<file path="config.mk">
export PLATFORM = sky130hd
export DESIGN_NAME = u_ins_loader_flat
export DESIGN_NICKNAME = d
export VERILOG_FILES = /design/src/rtl/u_ins_loader_if.sv /design/src/rtl/u_ins_loader.sv /design/src/flat_wrapper.sv
export SDC_FILE = /design/constraint.sdc
export NUM_CORES = 1
export LEC_CHECK = 0
export CORE_MARGIN = 3
export CORE_UTILIZATION = 45
export DETAILED_ROUTE_END_ITERATION = 8
export HOLD_SLACK_MARGIN = 0.1
export PLACE_DENSITY = 0.74
export SYNTH_ARGS = -nofsm -noshare
export SYNTH_HDL_FRONTEND = slang
export SYNTH_SLANG_ARGS = --single-unit
</file>
<file path="constraint.sdc">
create_clock -name i_sys_clock -period 4.81 [get_ports i_sys_clock]
set_input_delay 0.7215 -clock i_sys_clock [delete_from_list [all_inputs] [get_ports i_sys_clock]]
set_output_delay 0.7215 -clock i_sys_clock [all_outputs]
set_load 0.01 [all_outputs]
</file>
<file path="src/rtl/u_ins_loader_if.sv">
// Byte-in / instruction-write bundle between the boot loader and its byte source
// and instruction memory. slave = loader side, master = source/memory side.
interface u_ins_loader_if #(
  parameter int unsigned CNT_W = 9
);
  logic             i_u_ins_loader_start;
  logic [CNT_W-1:0] i_u_ins_loader_num_words;
  logic [7:0]       i_u_ins_loader_byte;
  logic             i_u_ins_loader_byte_valid;
  logic             o_u_ins_loader_byte_ready;
  logic [31:0]      o_u_ins_loader_wr_ins;
  logic             o_u_ins_loader_wr_en;
  logic             o_u_ins_loader_cpu_reset;
  logic             o_u_ins_loader_done;
  logic [31:0]      o_u_ins_loader_checksum;

  modport slave (
    input  i_u_ins_loader_start,
    input  i_u_ins_loader_num_words,
    input  i_u_ins_loader_byte,
    input  i_u_ins_loader_byte_valid,
    output o_u_ins_loader_byte_ready,
    output o_u_ins_loader_wr_ins,
    output o_u_ins_loader_wr_en,
    output o_u_ins_loader_cpu_reset,
    output o_u_ins_loader_done,
    output o_u_ins_loader_checksum
  );

  modport master (
    output i_u_ins_loader_start,
    output i_u_ins_loader_num_words,
    output i_u_ins_loader_byte,
    output i_u_ins_loader_byte_valid,
    input  o_u_ins_loader_byte_ready,
    input  o_u_ins_loader_wr_ins,
    input  o_u_ins_loader_wr_en,
    input  o_u_ins_loader_cpu_reset,
    input  o_u_ins_loader_done,
    input  o_u_ins_loader_checksum
  );
endinterface

</file>
<file path="src/rtl/u_ins_loader.sv">
// Boot loader: packs little-endian bytes into 32-bit words, strobes them into
// instruction memory and holds the CPU in reset until the last word is written.
module u_ins_loader #(
  parameter int unsigned MAX_WORDS = 256,
  parameter int unsigned CNT_W     = 9
) (
  input  logic            i_sys_clock,
  input  logic            i_sys_reset,
  u_ins_loader_if.slave   bus
);

  typedef enum logic [1:0] {
    S_IDLE  = 2'd0,
    S_RECV  = 2'd1,
    S_WRITE = 2'd2,
    S_DONE  = 2'd3
  } state_e;

  state_e           state_q;
  logic [CNT_W-1:0] count_q;
  logic [CNT_W-1:0] word_cnt_q;
  logic [1:0]       byte_cnt_q;
  logic [23:0]      asm_q;
  logic             byte_ready_q;
  logic [31:0]      wr_ins_q;
  logic             wr_en_q;
  logic             cpu_reset_q;
  logic             done_q;
  logic [31:0]      checksum_q;

  logic [CNT_W-1:0] clamped_c;
  logic [CNT_W-1:0] word_cnt_inc_c;
  logic             accept_c;

  assign clamped_c = (bus.i_u_ins_loader_num_words > CNT_W'(MAX_WORDS))
                   ? CNT_W'(MAX_WORDS) : bus.i_u_ins_loader_num_words;
  assign word_cnt_inc_c = word_cnt_q + CNT_W'(1);
  assign accept_c       = byte_ready_q & bus.i_u_ins_loader_byte_valid;

  always_ff @(posedge i_sys_clock) begin
    if (i_sys_reset) begin
      state_q      <= S_IDLE;
      count_q      <= '0;
      word_cnt_q   <= '0;
      byte_cnt_q   <= '0;
      asm_q        <= '0;
      byte_ready_q <= 1'b0;
      wr_ins_q     <= '0;
      wr_en_q      <= 1'b0;
      cpu_reset_q  <= 1'b1;
      done_q       <= 1'b0;
      checksum_q   <= '0;
    end else begin
      wr_en_q <= 1'b0;
      case (state_q)
        S_IDLE, S_DONE: begin
          if (bus.i_u_ins_loader_start) begin
            count_q    <= clamped_c;
            word_cnt_q <= '0;
            byte_cnt_q <= '0;
            checksum_q <= '0;
            if (clamped_c == '0) begin
              state_q     <= S_DONE;
              cpu_reset_q <= 1'b0;
              done_q      <= 1'b1;
            end else begin
              state_q      <= S_RECV;
              byte_ready_q <= 1'b1;
              cpu_reset_q  <= 1'b1;
              done_q       <= 1'b0;
            end
          end
        end
        S_RECV: begin
          if (accept_c) begin
            byte_cnt_q <= byte_cnt_q + 2'd1;
            case (byte_cnt_q)
              2'd0: asm_q[7:0]   <= bus.i_u_ins_loader_byte;
              2'd1: asm_q[15:8]  <= bus.i_u_ins_loader_byte;
              2'd2: asm_q[23:16] <= bus.i_u_ins_loader_byte;
              default: begin
                // Fourth byte lands straight in the output word; strobe next cycle.
                wr_ins_q     <= {bus.i_u_ins_loader_byte, asm_q};
                wr_en_q      <= 1'b1;
                byte_ready_q <= 1'b0;
                state_q      <= S_WRITE;
              end
            endcase
          end
        end
        S_WRITE: begin
          checksum_q <= checksum_q ^ wr_ins_q;
          word_cnt_q <= word_cnt_inc_c;
          if (word_cnt_inc_c == count_q) begin
            state_q     <= S_DONE;
            cpu_reset_q <= 1'b0;
            done_q      <= 1'b1;
          end else begin
            state_q      <= S_RECV;
            byte_ready_q <= 1'b1;
          end
        end
        default: state_q <= S_IDLE;
      endcase
    end
  end

  assign bus.o_u_ins_loader_byte_ready = byte_ready_q;
  assign bus.o_u_ins_loader_wr_ins     = wr_ins_q;
  assign bus.o_u_ins_loader_wr_en      = wr_en_q;
  assign bus.o_u_ins_loader_cpu_reset  = cpu_reset_q;
  assign bus.o_u_ins_loader_done       = done_q;
  assign bus.o_u_ins_loader_checksum   = checksum_q;

endmodule
</file>
<file path="src/flat_wrapper.sv">
// flat-port wrapper written by rule: the top's interface ports become plain ports
module u_ins_loader_flat 
#(
  parameter int unsigned MAX_WORDS = 256,
  parameter int unsigned CNT_W     = 9
)
  (i_sys_clock, i_sys_reset, bus_i_u_ins_loader_start, bus_i_u_ins_loader_num_words, bus_i_u_ins_loader_byte, bus_i_u_ins_loader_byte_valid, bus_o_u_ins_loader_byte_ready, bus_o_u_ins_loader_wr_ins, bus_o_u_ins_loader_wr_en, bus_o_u_ins_loader_cpu_reset, bus_o_u_ins_loader_done, bus_o_u_ins_loader_checksum);
  u_ins_loader_if #(.CNT_W(CNT_W)) bus_i ();
  input  logic i_sys_clock;
  input  logic i_sys_reset;
  input wire logic [$bits(bus_i.i_u_ins_loader_start)-1:0] bus_i_u_ins_loader_start;
  input wire logic [$bits(bus_i.i_u_ins_loader_num_words)-1:0] bus_i_u_ins_loader_num_words;
  input wire logic [$bits(bus_i.i_u_ins_loader_byte)-1:0] bus_i_u_ins_loader_byte;
  input wire logic [$bits(bus_i.i_u_ins_loader_byte_valid)-1:0] bus_i_u_ins_loader_byte_valid;
  output wire logic [$bits(bus_i.o_u_ins_loader_byte_ready)-1:0] bus_o_u_ins_loader_byte_ready;
  output wire logic [$bits(bus_i.o_u_ins_loader_wr_ins)-1:0] bus_o_u_ins_loader_wr_ins;
  output wire logic [$bits(bus_i.o_u_ins_loader_wr_en)-1:0] bus_o_u_ins_loader_wr_en;
  output wire logic [$bits(bus_i.o_u_ins_loader_cpu_reset)-1:0] bus_o_u_ins_loader_cpu_reset;
  output wire logic [$bits(bus_i.o_u_ins_loader_done)-1:0] bus_o_u_ins_loader_done;
  output wire logic [$bits(bus_i.o_u_ins_loader_checksum)-1:0] bus_o_u_ins_loader_checksum;
  assign bus_i.i_u_ins_loader_start = bus_i_u_ins_loader_start;
  assign bus_i.i_u_ins_loader_num_words = bus_i_u_ins_loader_num_words;
  assign bus_i.i_u_ins_loader_byte = bus_i_u_ins_loader_byte;
  assign bus_i.i_u_ins_loader_byte_valid = bus_i_u_ins_loader_byte_valid;
  assign bus_o_u_ins_loader_byte_ready = bus_i.o_u_ins_loader_byte_ready;
  assign bus_o_u_ins_loader_wr_ins = bus_i.o_u_ins_loader_wr_ins;
  assign bus_o_u_ins_loader_wr_en = bus_i.o_u_ins_loader_wr_en;
  assign bus_o_u_ins_loader_cpu_reset = bus_i.o_u_ins_loader_cpu_reset;
  assign bus_o_u_ins_loader_done = bus_i.o_u_ins_loader_done;
  assign bus_o_u_ins_loader_checksum = bus_i.o_u_ins_loader_checksum;
  u_ins_loader #(.MAX_WORDS(MAX_WORDS), .CNT_W(CNT_W)) u_core (.i_sys_clock(i_sys_clock), .i_sys_reset(i_sys_reset), .bus(bus_i));
endmodule
</file>
After elaboration in Yosys (flattened, before gate mapping)
Cells that the tools add are included.
{ "totals": {"regBits": 114, "input_bits": 21, "out_inout_bits": 68, "word_cells": 80} }
{ "classes": {"add_sub_neg": 2, "order_cmp": 1, "n_eq_ne": 12, "n_mux": 29, "bitwise": 5, "reduce_logical": 18} }
{ "ops": {"columns": ["op", "n"], "rows": [
  ["32-bit case mux with 2 select lines", 1],
  ["32-bit 2-to-1 mux", 1],
  ["32-bit XOR", 1],
  ["3-bit AND reduction", 7],
  ["9-bit 2-to-1 mux", 2],
  ["9-bit case mux with 2 select lines", 1],
  ["2-bit 2-to-1 mux", 7],
  ["1-bit 2-to-1 mux", 12],
  ["9-bit by 1-bit adder with 9-bit output (second input constant)", 1],
  ["9-bit == test", 1],
  ["9-bit > comparator (second input constant)", 1],
  ["9-bit zero test", 1],
  ["2-bit != test (second input constant)", 4],
  ["2-bit == test (second input constant)", 3],
  ["2-bit case mux with 3 select lines", 1],
  ["3-bit OR reduction", 2],
  ["5-bit AND reduction", 1],
  ["2-bit by 1-bit == test with 1-bit output (second input constant)", 2],
  ["2-bit zero test", 2],
  ["2-bit by 1-bit != test with 1-bit output (second input constant)", 2],
  ["1-bit case mux with 2 select lines", 2],
  ["2-bit case mux with 2 select lines", 1],
  ["2-bit AND reduction", 2],
  ["2-bit nonzero test", 2],
  ["other kinds (5)", 7]
]} }

Depth between registers and ports, before layout
Gate-level depths: netlist of run 1.
{ "depth": {"ltp_word": 6, "depth_mapped": 10, "ltp_nobuf": 8} }

Worst setup path before layout of run 1
Ideal clock, no wire load.
{ "synth_path": {"path_kind": "flip-flop to flip-flop", "from": "register u_core.word_cnt_q[0]", "to": "register u_core.byte_ready_q (netlist: u_core.bus.o_u_ins_loader_byte_ready)", "setup_ps": 123, "arrival_ps": 1911, "setup_slack_ps": 2776, "stages_incl_launch_ff": 8, "n_path_buf": 0, "synth_period_minus_slack_ps": 2034, "path_cell_list": "dfxtp_1 > ha_1 > o21ba_2 > a221oi_2 > a21oi_2 > nor4_4 > a31oi_1 > mux2_1"} }
{ "synth_via": {"elab_chain_cells": 4} }
{ "synth_lines": {"columns": ["item", "line_no", "source"], "rows": [
  ["from (decl)", "u_ins_loader.sv:21", "logic [CNT_W-1:0] word_cnt_q;"],
  ["from (signal assigned)", "u_ins_loader.sv:93", "word_cnt_q <= word_cnt_inc_c;"],
  ["9-bit by 1-bit adder with 9-bit output", "u_ins_loader.sv:37", "assign word_cnt_inc_c = word_cnt_q + CNT_W'(1);"],
  ["9-bit == test", "u_ins_loader.sv:94", "if (word_cnt_inc_c == count_q) begin"],
  ["2-bit != test (no line)", null, null],
  ["5-bit AND reduction (no line)", null, null],
  ["to (signal assigned)", "u_ins_loader.sv:47", "byte_ready_q <= 1'b0;"],
  ["to (signal assigned)", "u_ins_loader.sv:85", "byte_ready_q <= 1'b0;"],
  ["to (signal assigned)", "u_ins_loader.sv:100", "byte_ready_q <= 1'b1;"],
  ["to (decl)", "u_ins_loader.sv:24", "logic byte_ready_q;"]
]} }
No other way between the ends.
A chain may end at the register's enable or synchronous reset.

Final worst setup path of run 1
{ "layout_path": {"from": "register u_core.state_q[0]", "to": "register u_core.done_q (netlist: u_core.bus.o_u_ins_loader_done)"} }
{ "layout_via": {"elab_chain_cells": 4, "word_cells_on_any_way": 9, "classes_between": "eq/ne: 4; mux: 1; reduce/logical: 4"} }
{ "layout_lines": {"columns": ["item", "line_no", "source"], "rows": [
  ["from (decl)", "u_ins_loader.sv:19", "state_e state_q;"],
  ["from (signal assigned)", "u_ins_loader.sv:42", "state_q <= S_IDLE;"],
  ["from (signal assigned)", "u_ins_loader.sv:63", "state_q <= S_DONE;"],
  ["from (signal assigned)", "u_ins_loader.sv:67", "state_q <= S_RECV;"],
  ["2-bit == test or 2-bit zero test (tied branches)", "u_ins_loader.sv:55", "case (state_q)"],
  ["2-bit OR reduction", "u_ins_loader.sv:55", null],
  ["2-bit != test (no line) or 2-bit nonzero test (tied branches)", null, null],
  ["3-bit AND reduction (no line)", null, null],
  ["to (signal assigned)", "u_ins_loader.sv:51", "done_q <= 1'b0;"],
  ["to (signal assigned)", "u_ins_loader.sv:65", "done_q <= 1'b1;"],
  ["to (signal assigned)", "u_ins_loader.sv:70", "done_q <= 1'b0;"],
  ["to (decl)", "u_ins_loader.sv:28", "logic done_q;"]
]} }
Parallel ways exist; a longest one is shown, timed or not.

==> results of run 1 <==
[through the flow]
stage          area [sq um]  setup slack, ns  utilization [%]  total power (W)  std cells
6_report               6282            1.921            62.83         0.002888        801
5_1_grt                6282            1.652            62.83         0.003008        801
4_1_cts                6282            1.924            62.83         0.002905        801
3_5_place_dp           5637            1.552            56.37         0.001544        770
3_3_place_gp           5637            1.689            56.37         0.001531        770
2_1_floorplan          4748            2.776                -         0.001386        583
[cell usage after synthesis (all sizes together) (8+ instances only)]
library cell	instances
nand2	166
dfxtp	114
a21oi	73
nor2	57
xor2	35
clkbuf	32
o21ai	13
inv	9
nor3b	9
ha	8
nand3	8
xnor2	8
[path summary, 6_finish.rpt]
path,slack (ns),end,start,cells after the start
max,1.92,u_core.bus.o_u_ins_loader_done,u_core.state_q[0],7
max reg2reg,1.92,u_core.bus.o_u_ins_loader_done,u_core.state_q[0],7
min reg2reg,0.45,u_core.bus.o_u_ins_loader_wr_ins[3],u_core.asm_q[3],2
min,0.45,u_core.bus.o_u_ins_loader_wr_ins[3],u_core.asm_q[3],2
[logic make-up after synthesis]
group                      Yosys count  share of synthesized area [%]
and+or+nand+nor                    263                          24.03
adders and majority gates            8                          2.108
DFF                                114                          48.06
AOI/OAI and AO/OA                  106                          12.65
buffers and inverters               46                          4.558
muxes                                3                         0.6588
xor gates and xnor gates            43                          7.931
[power groups by stage]
stage | clock network [W] | logic [W] | registers (W)
finish | 0.00136 | 0.000515 | 0.00101
global route | 0.00142 | 0.000569 | 0.00102
detailed placement | 0 | 0.000511 | 0.00103
CTS | 0.00138 | 0.000513 | 0.00101
global placement | 0 | 0.000500 | 0.00103
floorplan | 0 | 0.000355 | 0.00103
[critical path, stage by stage, from the launching register on]
cell	delay [ns]
dfxtp_1	0.38
inv_1	0.06
ha_1	0.43
nand2_1	0.38
o21bai_2	0.96
o21ai_0	0.31
o21ai_0	0.16
a31oi_1	0.05
[cell type report]
type / count / area [sq um]
Tap cell: 133 / 166.4
Fill cell: 835 / 3717
Clock buffer: 19 / 441.7
Inverter: 9 / 33.78
Multi-Input combinational cell: 423 / 2256
Clock inverter: 12 / 203.9
Sequential cell: 114 / 2282
Timing Repair Buffer: 91 / 898.4
[sequential cells by signal, indices dropped and copies added, names as in the netlist]
register / flops
u_core.asm_q: 24
u_core.bus.o_u_ins_loader_byte_ready: 1
u_core.byte_cnt_q: 2
u_core.bus.o_u_ins_loader_cpu_reset: 1
u_core.state_q: 2
u_core.bus.o_u_ins_loader_checksum: 32
u_core.count_q: 9
u_core.bus.o_u_ins_loader_wr_en: 1
u_core.word_cnt_q: 9
u_core.bus.o_u_ins_loader_wr_ins: 32
u_core.bus.o_u_ins_loader_done: 1
[layer usage]
layer	global-route usage [%]	up-vias	part of all wire [%]
met5	0	-	0
met4	7.033	0	1.4
met3	4.381	16	4.8
met2	32.52	118	49
met1	26.11	1906	44
li1	-	2053	-
==> key figures, run 1 <==
Logic synthesis
  • Flops & latches, synth: 114
  • Synth Instances: 583
  • Commonest register cell after synthesis: dfxtp_1
  • Synth unique cells: 49
  • Synthesized area per cell: 8.145 sq um
  • Syn. warnings: 0
  • Top-area cell type share of the netlist area: 48.06%
  • Post-synth design cell area: 4748 sq um
  • Area contributors post-synth: dfxtp_1, nand2_1, a21oi_1
  • Synth area leader: dfxtp_1
  • Post-synth EDFFs: 0
  • Syn nets: 612
  • Seq/Total Area, Yosys: 48.06%
  • Async S/R FF share, synth: 0%

CTS
  • Root buffer cell: clkbuf_8
  • CTS buffer count: 17
  • TritonCTS Sinks: 114
  • Clock Pin Slew Worst Setup and Hold Paths: 0.06 ns
  • Longest Clk Path Bufs: 2
  • CTS tree: yes
  • H-tree depth: 4
  • Hold_buf cts: 0
  • Post-CTS resize count: 0
  • Setup Buffers After CTS: 0
  • Skew-Pair Late Insertion Delay: 0.50 ns

STA
  • Slew @ Worst Pin: 1.122 ns
  • Fmax: 346.2 MHz
  • Hold_ws: 0.4475 ns
  • Final Max Tran Viols: 0
  • Min Tclk post-route: 2.889 ns
  • Setup Total Neg Slack: 0 ns
  • RSZ-0062 raised after global routing: no
  • Worst Clk Skew: 0.004589 ns
  • Fin crit share: 60.05%
  • Hold Fails Final Rpt: 0
  • Slew headroom: 25.23%
  • # setup viols final: 0

Power and ir drop
  • Clk pwr share: 47.0%
  • VDD IR max: 0.4001 mV
  • P_leak: 2.212 nW
  • Comb power frac: 17.8%
  • P_sw: 0.0008358 W
  • Internal power: 0.002052 W
  • Register share of total power: 35.1%
  • Pwr dens: 459.7 nW/um^2
  • Net Sw Frac: 28.94%

Cells and area
  • Layout cells sized above 1: 7.186%
  • Final #Nets: 685
  • Area grow syn2layout: 32.31%
  • Diode count: 0
  • Commonest cells after routing, fill and taps aside: nand2_1, dfxtp_1, clkdlybuf4s50_1
  • Commonest non-fill, non-tap cell in the layout: nand2_1

Critical path
  • Crit path launch type: flip-flop
  • Arr. time, crit path: 3.25 ns
  • Crit-path max FO: 23
  • Required @ worst endpoint: 5.17 ns
  • Setup CP Type: reg -> reg
  • Critical Path Sink Type: flip-flop

Floorplan
  • Die height: 108.7 microns
  • Starting Density: 47.48%
  • Die W: 108.7 microns
  • I/O pins: 89
  • Rows: 36
  • Die ar.: 11820 sq um
  • CORE AREA: 10000 sq um

Routing
  • Wirelength per Cell: 14.28 microns
  • Drt drc: 0
  • Detailed Routing Iterations Pass 1: 5
  • Via density per instance: 5.110
  • DRT iter0 DRCs: 236
  • DRT Wirelength: 11.44 mm
  • Post-route ant nets: 0
  • Vias: 4093

Global routing
  • Largest net degree at the start of global routing: 75
  • First-pass GRT wire length: 18.84 mm
  • Grt total ovfl: 0
  • GR Util All Layers: 19.95%
  • Number of global-route vias before repair: 3840
  • Initial antenna violation count: 0

Placed design
  • PortBufs: 88
  • Detailed-placement wirelength estimate: 7.606 mm
  • GP Congestion: 0.8048

Flow run
  • MaxCap Viol Count: 0

Status
  • Status: finished clean

Worst hold path
  • Tightest Hold Check Type: reg -> reg
Power figures use the tool's default switching activity.
==> run 2: changes to the inputs <==
Clock period 4.81 ns to 2.8 ns, I/O delays scaled along.
==> run 2 against run 1 <==
  * Critical path depth rose by 2
  * Register-to-register slack got worse by 1.5 ns
  * First-iteration DRC count rose by 6.8%
  * Clock power rose by 65%
  * Sequential power rose by 72%
  * Power rose by 70%
  * Largest power group unchanged
  * Highest routed layer unchanged
==> key figures, run 2 (synthesis results as in run 1) <==
Cells and area
  • Final #Nets: 691 (+0.88%)
  • Commonest cells after routing, fill and taps aside: nand2_1, dfxtp_1, clkdlybuf4s50_1
  • Commonest non-fill, non-tap cell in the layout: nand2_1
  • Layout Cell Area excl Fill: 6301 sq um (+0.30%)
  • Layout cells sized above 1: 8.148% (+0.96 points)
  • Diode count: 0 (unchanged)
  • Filler cell count: 841 (+0.72%)
  • Flip-flop and latch area: 2282 sq um (unchanged)
  • Area grow syn2layout: 32.70%
  • Multi-input gate area: 2256 sq um (unchanged)

CTS
  • Setup Buffers After CTS: 0 (unchanged)
  • TritonCTS Sinks: 114 (unchanged)
  • H-tree depth: 4 (unchanged)
  • Post-CTS resize count: 0 (unchanged)
  • Longest Clk Path Bufs: 2 (unchanged)
  • CTS tree: yes
  • Root buffer cell: clkbuf_8
  • Clock Pin Slew Worst Setup and Hold Paths: 0.06 ns (about the same)
  • Skew-Pair Late Insertion Delay: 0.51 ns (about the same)
  • CTS buffer count: 17 (unchanged)
  • Hold_buf cts: 0 (unchanged)

STA
  • Slew @ Worst Pin: 0.8022 ns (-0.3194 ns)
  • RSZ-0062 raised after global routing: no
  • Setup Total Neg Slack: 0 ns (unchanged)
  • Worst Clk Skew: 0.008751 ns (+0.004162 ns)
  • Min Tclk post-route: 2.409 ns (-0.4794 ns)
  • Worst setup margin: 0.3909 ns (-1.531 ns)
  • # setup viols final: 0 (unchanged)
  • Fmax: 415.1 MHz (+20%)
  • Slew headroom: 46.46% (+21 points)
  • Hold Fails Final Rpt: 0 (unchanged)
  • Fin crit share: 86.04% (+26 points)
  • Final Max Tran Viols: 0 (unchanged)

Critical path
  • Slowest cell on the critical path: nor2_2
  • Crit-path max FO: 18 (-22%)
  • Crit path launch type: flip-flop
  • Slowest stage delay, CP: 0.64 ns (-0.32 ns)
  • Required @ worst endpoint: 3.20 ns (-1.97 ns)
  • Critical-path cell list: inv_1 -> ha_1 -> inv_1 -> nor2_1 -> nor2_2 -> buf_4 -> nand2_1 -> xor2_1 -> nor2_1
  • Critical Path Sink Type: flip-flop
  • Arr. time, crit path: 2.80 ns (-0.45 ns)
  • Setup CP Type: reg -> reg

Routing
  • Wirelength per Cell: 14.50 microns (+1.5%)
  • Via density per instance: 5.134 (+0.47%)
  • DRT Wirelength: 11.71 mm (+2.4%)
  • Drt drc: 0 (unchanged)
  • Post-route ant nets: 0 (unchanged)
  • Vias: 4148 (+1.3%)
  • Detailed Routing Iterations Pass 1: 5 (unchanged)
  • DRT iter0 DRCs: 252 (+6.8%)

Floorplan
  • Die W: 108.7 microns (unchanged)
  • Starting Density: 47.48% (unchanged)
  • Die ar.: 11820 sq um (unchanged)
  • I/O pins: 89 (unchanged)
  • Die height: 108.7 microns (unchanged)
  • CORE AREA: 10000 sq um (unchanged)
  • Rows: 36 (unchanged)

Placed design
  • PortBufs: 88 (unchanged)
  • GP Congestion: 0.7963 (-1.1%)
  • Detailed-placement wirelength estimate: 7.926 mm (+4.2%)
  • Dpl ws: 0.3620 ns (-1.190 ns)
  • Dpl cell area: 5682 sq um (+0.80%)

Global routing
  • Grt total ovfl: 0 (unchanged)
  • GR Util All Layers: 20.54% (+0.59 points)
  • Initial antenna violation count: 0 (unchanged)
  • First-pass GRT wire length: 19.15 mm (+1.6%)
  • Largest net degree at the start of global routing: 35 (-53%)
  • Number of global-route vias before repair: 3891 (+1.3%)

Status
  • Status: finished clean

Power and ir drop
  • P_leak: 2.229 nW (+0.79%)
  • VDD IR max: 0.6279 mV (+57%)
  • Pwr dens: 777.6 nW/um^2 (+69%)

Flow run
  • MaxCap Viol Count: 0 (unchanged)

Worst hold path
  • Tightest Hold Check Type: in -> reg
## run 2: changes by cell type in the layout (fill, tap and decap cells not counted), sizes merged
cell	change
inv	+1
buf	+6
clkinv	+3
bufinv	-1
clkbuf	-2
## run 2: per-layer routing
layer  global-route usage [%]  up-vias  wire [microns]
met5                        0        -               0
met4                    6.583        0             105
met3                    5.388       11             654
met2                    34.33      119            5781
met1                    25.90     1958            5172
li1                         -     2060               -
## run 2: worst max-delay path, delay by kind of cell, from the launching register on
kind                       cells  cell delay (ns)
DFF                            1             0.40
buffers and inverters          3             0.51
adders and majority gates      1             0.39
xor gates and xnor gates       1             0.15
and+or+nand+nor                4             0.85
## run 2: power breakdown
part | internal [W] | switching (W)
Clock | 0.00145 | 0.000788
Sequential | 0.00169 | 0.0000564
Combinational | 0.000278 | 0.000637
## run 2: final timing paths
kind | start | to | slack, ns | cells after the start
worst max register to register | u_core.state_q[0] | u_core.bus.o_u_ins_loader_checksum[13] | 0.39 | 9
worst min register to register | u_core.asm_q[13] | u_core.bus.o_u_ins_loader_wr_ins[13] | 0.45 | 2
worst max-delay path | u_core.state_q[0] | u_core.bus.o_u_ins_loader_checksum[13] | 0.39 | 9
worst min-delay path | i_sys_reset | u_core.count_q[2] | 0.30 | 2
## run 2: final cells by class
class	count	share of cell area, %
flip-flops and latches	114	36.22
clock inverters	15	3.257
inverters	9	0.5361
multi-input cells	423	35.80
repair buffers	97	14.97
clock buffers	17	6.573
well taps	133	2.641
## run 2: per-stage QoR
stage / hold WS [ns] / std cells / util (%) / total power [W]
6_report: 0.2994 / 808 / 63.01 / 0.004900
5_1_grt: 0.3008 / 808 / 63.01 / 0.005135
4_1_cts: 0.2896 / 808 / 63.01 / 0.004929
3_5_place_dp: 0.4451 / 776 / 56.82 / 0.002679
3_3_place_gp: 0.4414 / 776 / 56.82 / 0.002640
2_1_floorplan: 0.4321 / 583 / - / 0.002381
